**config.mk**
```make
export PLATFORM = sky130hd
export DESIGN_NAME = serial_out_ms
export DESIGN_NICKNAME = d
export VERILOG_FILES = /design/src/rtl/serial_out_ms.sv
export SDC_FILE = /design/constraint.sdc
export NUM_CORES = 1
export LEC_CHECK = 0
export BUFFER_PORTS_ARGS = -buffer_cell sky130_fd_sc_hd__buf_4
export CAP_MARGIN = 15
export CORE_UTILIZATION = 53
export DETAILED_ROUTE_END_ITERATION = 16
export PLACE_DENSITY = 0.77
export SYNTH_ARGS = -nofsm -noshare
export SYNTH_HDL_FRONTEND = slang
export SYNTH_SLANG_ARGS = --single-unit
```
**constraint.sdc**
```tcl
create_clock -name clk -period 3.3 [get_ports clk]
set_input_delay 0.165 -clock clk [delete_from_list [all_inputs] [get_ports clk]]
set_output_delay 0.165 -clock clk [all_outputs]
set_load 0.005 [all_outputs]
```
**src/rtl/serial_out_ms.sv**
```systemverilog
// Serial pattern generator: shifts out a latched word of run-time length,
// LSB- or MSB-first, with a per-bit choice between two tick sources, an
// optional repeat count and a one-cycle DONE state that issues o_done_tick.
module serial_out_ms #(
  parameter int unsigned DATA_BIT     = 32,
  parameter int unsigned TICK_PER_BIT = 16,
  parameter int unsigned LEN_W        = 6
) (
  input  logic                clk,
  input  logic                rst_n,
  input  logic                i_tick_high,
  input  logic                i_tick_low,
  input  logic                i_start,
  input  logic                i_stop,
  input  logic [1:0]          i_idle_mode,
  input  logic                i_msb_first,
  input  logic [LEN_W-1:0]    i_bit_len,
  input  logic [7:0]          i_repeat_num,
  input  logic [DATA_BIT-1:0] i_data,
  input  logic [DATA_BIT-1:0] i_freq_mask,
  output logic                o_busy,
  output logic                o_bit_tick,
  output logic                o_data,
  output logic                o_done_tick
);

  localparam int unsigned IdxW = (DATA_BIT > 1) ? $clog2(DATA_BIT) : 1;
  localparam int unsigned CntW = LEN_W + 1;

  localparam logic [CntW-1:0] DataBitLen = CntW'(DATA_BIT);
  localparam logic [CntW-1:0] Zero       = '0;
  localparam logic [CntW-1:0] One        = CntW'(1);
  localparam logic [7:0]      TickLast   = 8'(TICK_PER_BIT - 1);

  localparam logic [1:0] ModeLow    = 2'b00;
  localparam logic [1:0] ModeHigh   = 2'b01;
  localparam logic [1:0] ModeKeep   = 2'b10;
  localparam logic [1:0] ModeRepeat = 2'b11;

  typedef enum logic [1:0] {
    StIdle,
    StShift,
    StDone
  } state_e;

  // Map a transmit-order index k to the pattern bit position for length len.
  function automatic logic [IdxW-1:0] pat_idx(input logic [CntW-1:0] len,
                                              input logic [CntW-1:0] k,
                                              input logic            msb);
    return msb ? IdxW'(len - k - One) : IdxW'(k);
  endfunction

  state_e              state_q, state_d;
  logic [DATA_BIT-1:0] data_q, data_d;
  logic [DATA_BIT-1:0] mask_q, mask_d;
  logic [CntW-1:0]     len_q, len_d;
  logic                msb_q, msb_d;
  logic [7:0]          rep_q, rep_d;
  logic [7:0]          pass_q, pass_d;
  logic [7:0]          tick_q, tick_d;
  logic [CntW-1:0]     idx_q, idx_d;
  logic                out_q, out_d;
  logic                bit_tick_q, bit_tick_d;
  logic                done_tick_q, done_tick_d;
  logic                busy_q, busy_d;

  logic [CntW-1:0] bit_len_ext;
  logic [CntW-1:0] eff_len;
  logic [IdxW-1:0] start_pidx;
  logic [IdxW-1:0] cur_pidx;
  logic [IdxW-1:0] first_pidx;
  logic [IdxW-1:0] nxt_pidx;
  logic [CntW-1:0] nxt_idx;
  logic            sel_tick;
  logic            last_bit;

  // Length 0 or anything past DATA_BIT selects the full word.
  assign bit_len_ext = {1'b0, i_bit_len};
  assign eff_len     = ((bit_len_ext == Zero) || (bit_len_ext > DataBitLen)) ? DataBitLen
                                                                           : bit_len_ext;
  assign start_pidx  = pat_idx(eff_len, Zero, i_msb_first);

  assign cur_pidx   = pat_idx(len_q, idx_q, msb_q);
  assign first_pidx = pat_idx(len_q, Zero, msb_q);
  assign nxt_idx    = idx_q + One;
  assign nxt_pidx   = pat_idx(len_q, nxt_idx, msb_q);
  assign sel_tick   = mask_q[cur_pidx] ? i_tick_high : i_tick_low;
  assign last_bit   = (idx_q == (len_q - One));

  // Next-state and registered-output logic.
  always_comb begin
    state_d     = state_q;
    data_d      = data_q;
    mask_d      = mask_q;
    len_d       = len_q;
    msb_d       = msb_q;
    rep_d       = rep_q;
    pass_d      = pass_q;
    tick_d      = tick_q;
    idx_d       = idx_q;
    out_d       = out_q;
    bit_tick_d  = 1'b0;
    done_tick_d = 1'b0;

    unique case (state_q)
      StIdle: begin
        if (i_start && !i_stop) begin
          data_d  = i_data;
          mask_d  = i_freq_mask;
          len_d   = eff_len;
          msb_d   = i_msb_first;
          rep_d   = i_repeat_num;
          pass_d  = '0;
          tick_d  = '0;
          idx_d   = '0;
          out_d   = i_data[start_pidx];
          state_d = StShift;
        end else begin
          unique case (i_idle_mode)
            ModeLow:    out_d = 1'b0;
            ModeHigh:   out_d = 1'b1;
            ModeKeep:   out_d = out_q;
            ModeRepeat: out_d = 1'b0;
          endcase
        end
      end

      StShift: begin
        if (i_stop) begin
          // Abort: o_data holds this cycle, the idle rule takes over next cycle.
          state_d = StIdle;
        end else if (sel_tick) begin
          if (tick_q == TickLast) begin
            tick_d     = '0;
            bit_tick_d = 1'b1;
            if (last_bit) begin
              if ((pass_q < rep_q) || (i_idle_mode == ModeRepeat)) begin
                // Next pass starts immediately from the latched word.
                pass_d = (pass_q == 8'hFF) ? pass_q : pass_q + 8'd1;
                idx_d  = '0;
                out_d  = data_q[first_pidx];
              end else begin
                state_d = StDone;
              end
            end else begin
              idx_d = nxt_idx;
              out_d = data_q[nxt_pidx];
            end
          end else begin
            tick_d = tick_q + 8'd1;
          end
        end
      end

      StDone: begin
        // i_stop here also lands in IDLE; the done tick is issued regardless.
        done_tick_d = 1'b1;
        state_d     = StIdle;
      end

      default: begin
        state_d = StIdle;
      end
    endcase

    busy_d = (state_d != StIdle);
  end

  // State and output registers.
  always_ff @(posedge clk or negedge rst_n) begin
    if (!rst_n) begin
      state_q     <= StIdle;
      data_q      <= '0;
      mask_q      <= '0;
      len_q       <= '0;
      msb_q       <= 1'b0;
      rep_q       <= '0;
      pass_q      <= '0;
      tick_q      <= '0;
      idx_q       <= '0;
      out_q       <= 1'b0;
      bit_tick_q  <= 1'b0;
      done_tick_q <= 1'b0;
      busy_q      <= 1'b0;
    end else begin
      state_q     <= state_d;
      data_q      <= data_d;
      mask_q      <= mask_d;
      len_q       <= len_d;
      msb_q       <= msb_d;
      rep_q       <= rep_d;
      pass_q      <= pass_d;
      tick_q      <= tick_d;
      idx_q       <= idx_d;
      out_q       <= out_d;
      bit_tick_q  <= bit_tick_d;
      done_tick_q <= done_tick_d;
      busy_q      <= busy_d;
    end
  end

  assign o_busy      = busy_q;
  assign o_bit_tick  = bit_tick_q;
  assign o_data      = out_q;
  assign o_done_tick = done_tick_q;

endmodule

```
==> metrics.txt, run 1 <==
synthesized netlist cell count=772; ys async rst share=100%; Layout Nets=~1000; Routed Antenna Nets=0; clock slew at reported path FFs=0.08 ns; DP Area=0.00777 mm²; EDFF count, synth=0; min cycle time layout=3.25 ns; setup violators final=0; Initial Utilization=55.1%; post-synth cell types=67; sequential cell area fraction in the yosys report=40.1%; total routed wirelength=between 15 and 20 mm; CP startpoint kind=register; Worst Setup Slack, final=0.0490 ns; post-DR wirelength/cell=17.3 µm; Post-Place Setup Slack=-0.0789 ns; fin crit share=98.5%; Slew HR=39.6%; number of primary I/O pins=91; H-tree depth=3; RSZ-0062 raised after global routing=true; Int Pwr=3.03 mW; crit-path max FO=8; CP endpoint kind=register; Die H=115 µm; Critical Path RT=3.58 ns; power consumption=4.81 mW; Cell Pwr Density=567 mW/mm²; number of global-route vias before repair=6218; DIE AREA=0.0132 mm²; top_reg_cell synth=dfrtp_1; first drt pass iteration count=8; vias after detailed routing=6309; syn_nets=slightly below 900; wire length of the first global-routing pass=29.7 mm; hpwl dp=roughly 13 mm; 1st-iter DRT viols=approximately 640; row count=40; n_diodes=0; Hold Crit Class=in2reg; yosys warns=0; Max Clk Rate=308 MHz; P_sw=between 1.5 and 2 mW; pin count of the biggest net entering global routing=90; CTS tree=yes; CTS root buf=clkbuf_16; DR vias/cell=5.92; I/O Buffers=90; Switching Share=37.0%; total CTS buffers=9; total gr overflow=0; post-route design area=0.00847 mm²; Final Hold Vio Count=0; WP data arrival=3.53 ns; layout cells sized above 1=between 20% and 30%; Final Max Slew Viols=0; initial antenna violation count=0; Gate power share=43.1%; latest clock arrival within the worst-skew pair=0.36 ns; synthesized flop and latch total=~110; Post-Synthesis Cell Area=0.00673 mm²; peak supply drop=0.314 mV; critical path type=reg2reg; gpl congestion=0.922; sequential share of power=35.4%; Core Area=approximately 0.012 mm²; Chip Width=115 µm; drc violations=0; Clock Power Share=between 20 and 25%; Final TNS setup=0 ns; GR Util All Layers=between 20% and 30%; area grow syn2layout=25.9%; Avg Synthesized Cell Area=roughly 8.7 µm²; Max-cap violations=0; Num Clock Sinks=108; Lkg Pwr=4.03 nW; clock skew=0.0122 ns; outcome=completed; Worst Tran Pin Value=0.905 ns; clock buffer depth=2
routing by layer:
layer	track usage [%]	routed length (µm)
met1	37.2	7670
met2	48.8	9290
met3	3.92	1040
met4	12.7	457
met5	0	0
synth_stat cells (all sizes together), types with 17 or more instances:
library cell,count,area share [%]
nor2,27,1.5
nand2,234,13
clkbuf,27,1.5
ha,22,4.1
nand3,18,1.3
dfrtp,108,40
a21oi,30,2.3
inv,28,1.6
o21ai,38,2.9
mux2i,23,3.7
xnor2,18,2.3
a211oi,17,1.9
metrics by stage:
| step | utilization (%) | std cells | hold slack, ns |
|---|---|---|---|
| 2_1_floorplan | - | 772 | -0.131 |
| 3_3_place_gp | 63.7 | 1029 | 0.330 |
| 3_5_place_dp | 63.7 | 1029 | 0.343 |
| 4_1_cts | 67.5 | 1061 | 0.000204 |
| 5_1_grt | 69.4 | 1065 | 0.00251 |
| 6_report | 69.4 | 1065 | 0.00367 |
placed cells by master, fill, tap and decap left out, types with 4 or more instances in the layout:
master | synthesis | routed
nand2_1 | 234 | 234
buf_4 | 0 | 124
dfrtp_1 | 108 | 108
o21ai_0 | 35 | 34
nor2_1 | 27 | 27
inv_1 | 27 | 25
a21oi_1 | 29 | 25
ha_1 | 22 | 20
xnor2_1 | 18 | 18
nand3_1 | 18 | 17
mux2i_1 | 21 | 17
dlygate4sd3_1 | 0 | 16
a211oi_1 | 17 | 15
nand2b_1 | 13 | 12
nor2b_1 | 12 | 12
mux4_2 | 11 | 11
nor3_1 | 13 | 10
clkbuf_16 | 0 | 10
a21o_1 | 9 | 9
o31ai_1 | 7 | 7
and3_1 | 6 | 6
and2_1 | 6 | 6
a31oi_1 | 6 | 6
mux2i_4 | 1 | 5
nand3b_1 | 5 | 5
nand4_1 | 5 | 5
a21oi_2 | 1 | 5
o2bb2ai_1 | 5 | 5
o211ai_1 | 5 | 5
mux4_1 | 4 | 4
o22ai_1 | 4 | 4
a22oi_2 | 0 | 4
mux2_2 | 5 | 4
clkinvlp_4 | 0 | 4
power by group through the flow:
stage	Sequential, mW	Combinational, mW	Clock, mW
6_report	1.70	2.07	1.03
5_1_grt	1.73	2.22	1.11
4_1_cts	1.69	1.79	1.05
3_5_place_dp	1.72	1.74	0
3_3_place_gp	1.71	1.66	0
2_1_floorplan	1.66	1.22	0
cell type report:
class / instances / area (µm²)
multi-input cells: 599 / 4000
fillers: 963 / 3740
flip-flops and latches: 108 / 2700
repair buffers: 145 / 1180
clock buffers: 9 / 225
well taps: 168 / 210
inverters: 29 / 109
clock inverters: 7 / 51.3
cell families after synthesis:
kind of cell	synth area share [%]
compound gates	15.1
xor+xnor	2.86
fa+ha+maj	4.68
buf+inv	4.01
flops	40.1
mux	9.74
simple gates	23.5
worst max-delay path, stage by stage (launching register included):
cell and delay, ns:
dfrtp_1 0.45, inv_1 0.16, fa_2 0.47, mux2i_2 0.17, buf_6 0.16, mux4_1 0.30
mux2i_1 0.29, a22o_4 0.23, o21ai_4 0.09, and3_4 0.22, or4_1 0.47, a22oi_1 0.16
flip-flops by register name, summed over array words and instances, names as in the netlist, 2 cells and up:
register / flops
idx_q: 7
len_q: 6
mask_q: 32
tick_q: 8
state_q: 2
pass_q: 8
data_q: 32
rep_q: 8
final timing paths:
kind | startpoint | endpoint | slack (ns) | depth (start not counted)
min in group asynchronous | rst_n | rep_q[0]$_DFFE_PN0P_ | 0.47 | 2
hold / removal | i_repeat_num[1] | rep_q[1]$_DFFE_PN0P_ | 0.004 | 3
max in group asynchronous | rst_n | mask_q[10]$_DFFE_PN0P_ | 2.13 | 3
hold reg to reg | mask_q[20]$_DFFE_PN0P_ | mask_q[20]$_DFFE_PN0P_ | 0.49 | 2
setup reg to reg | idx_q[1]$_DFFE_PN0P_ | tick_q[3]$_DFFE_PN0P_ | 0.05 | 11
setup / recovery | idx_q[1]$_DFFE_PN0P_ | tick_q[3]$_DFFE_PN0P_ | 0.05 | 11
repair_timing:
| item | 4_1_cts | 5_1_grt |
|---|---|---|
| pin swaps | 2 | 14 |
| buffers inserted | 0 | 2 |
| setup endpoints to repair | 10 | 25 |
| resized for setup | 8 | 35 |
| gates cloned | 0 | 2 |
| endpoints found under the hold margin | 85 | 0 |
| hold buffers | 16 | 0 |
No activity file was read; power rests on OpenSTA's default activity.
==> inputs of run 2 (changes only) <==
--- a/config.mk
+++ b/config.mk
@@ -7,9 +7,8 @@
 export LEC_CHECK = 0
 export BUFFER_PORTS_ARGS = -buffer_cell sky130_fd_sc_hd__buf_4
 export CAP_MARGIN = 15
-export CORE_UTILIZATION = 53
+export CORE_UTILIZATION = 25
 export DETAILED_ROUTE_END_ITERATION = 16
-export PLACE_DENSITY = 0.77
 export SYNTH_ARGS = -nofsm -noshare
 export SYNTH_HDL_FRONTEND = slang
 export SYNTH_SLANG_ARGS = --single-unit
==> metrics.txt, run 2 (synthesized netlist as in run 1, its figures left out) <==
outcome=complete, but fails checks; failing checks=design-rule violations; Post-Place Setup Slack=-0.0687 ns; CTS tree=yes; clock buffer depth=2; crit-path max FO=8; RSZ-0062 raised after global routing=true; Initial Utilization=~26%; total gr overflow=0; first drt pass iteration count=10; DP Area=between 0.008 and 0.009 mm²; Layout Nets=1065; DR vias/cell=4.77; Slew HR=a little over a third; CP startpoint kind=register; DR WL met2=approximately 9.4 mm; pin count of the biggest net entering global routing=90; layout cells sized above 1=23.6%; initial antenna violation count=0; min cycle time layout=about 3.2 ns; number of global-route vias before repair=6258; Worst Setup Slack, final=approximately 0.066 ns; CTS root buf=clkbuf_16; peak supply drop=0.254 mV; Max-cap violations=0; FF+latch area=~0.0027 mm²; Core Area=0.0262 mm²; WL met3=about 750 µm; non-filler cells, final=1294; number of primary I/O pins=a little over 90; Cell Pwr Density=526 mW/mm²; Num Clock Sinks=108; total routed wirelength=19.8 mm; vias after detailed routing=6171; area grow syn2layout=37.4%; Die H=~170 µm; I/O Buffers=90; hpwl dp=14.2 mm; Lkg Pwr=between 4 and 5 nW; wire length of the first global-routing pass=32.1 mm; GR Util All Layers=14.6%; post-DR wirelength/cell=15.3 µm; Chip Width=~170 µm; Final Max Slew Viols=0; H-tree depth=3; gpl congestion=about 0.85; dpl cells=1214; clock skew=0.0101 ns; fillcell total=~2700; critical path type=reg2reg; final core occ=between 30% and 40%; drc violations=5; Final TNS setup=0 ns; Critical Path RT=about 3.6 ns; post-route design area=0.00925 mm²; biggest regs=data_q x32, mask_q x32; hold slack=~0.0082 ns; row count=59; DIE AREA=0.0276 mm²; fin crit share=a little over nine tenths; uppermost layer routed=met4; Hold Crit Class=in2reg; wire length on met1=9.18 mm; Final Hold Vio Count=0; commonest cells after routing, fill and taps aside=nand2_1, buf_4, dfrtp_1; Max Clk Rate=309 MHz; setup violators final=0; total CTS buffers=9; area of the multi-input gates=a little under 0.004 mm²; WP data arrival=~3.5 ns; Routed Antenna Nets=0; most common cell after layout, fill and taps aside=nand2_1; Worst Tran Pin Value=0.970 ns; latest clock arrival within the worst-skew pair=roughly 0.37 ns; CP endpoint kind=register; 1st-iter DRT viols=342; clock slew at reported path FFs=0.07 ns; n_diodes=0; power consumption=4.87 mW
run 2: changes by cell type in the layout (fill, tap and decap cells not counted), sizes merged:
cell         previous run  this run
buf                   128       149
and3                    8         7
dlygate4sd3            16        58
clkinvlp                4         2
clkbuf                 10        12
run 2: timing repair:
action                                  in CTS  in global routing
resized for setup                            5                 35
hold endpoints to repair                   105                  0
cloned                                       0                  1
buffers inserted                             0                  5
pin swaps                                    0                 24
hold buffers                                58                  0
endpoints found under the setup margin      15                 26
run 2: layout make-up:
cell class	count	share of cell area (%)
flip-flops and latches	108	29.2
multi-input cells	598	43.0
well taps	335	4.53
clock inverters	5	0.406
repair buffers	208	19.2
inverters	29	1.18
clock buffers	11	2.51
run 2: critical path, stage by stage (launching register included):
cell and delay [ns]:
dfrtp_1 0.42, ha_4 0.19, fa_2 0.37, a21o_1 0.23
a2111oi_4 0.30, nand4b_1 0.24, a21oi_2 0.10, buf_4 0.15
a22oi_2 0.23, nand3_2 0.14, and3_4 0.23, or4_4 0.41
a22oi_1 0.14
run 2: power by group:
group	internal (mW)	switching (mW)	total (mW)
registers	1.53	0.161	1.69
clock network	0.516	0.529	1.04
logic	1.08	1.05	2.13
total	3.13	1.74	4.87
run 2: path summary, 6_finish.rpt:
| check | startpoint | endpoint | slack, ns | cells after the start |
|---|---|---|---|---|
| worst min-delay path | i_freq_mask[10] | mask_q[10]$_DFFE_PN0P_ | 0.008 | 3 |
| min in group asynchronous | rst_n | pass_q[6]$_DFFE_PN0P_ | 0.37 | 2 |
| max in group asynchronous | rst_n | mask_q[27]$_DFFE_PN0P_ | 2.18 | 3 |
| worst max register to register | len_q[0]$_DFFE_PN0P_ | tick_q[3]$_DFFE_PN0P_ | 0.07 | 12 |
| worst max-delay path | len_q[0]$_DFFE_PN0P_ | tick_q[3]$_DFFE_PN0P_ | 0.07 | 12 |
| worst min register to register | mask_q[22]$_DFFE_PN0P_ | mask_q[22]$_DFFE_PN0P_ | 0.47 | 2 |
run 2: per-layer routing:
layer / GRT usage (%) / vias to the layer above
met5: 0 / -
met4: 4.88 / 0
met3: 2.65 / 20
met2: 24.5 / 124
met1: 18.8 / 2969
li1: - / 3058
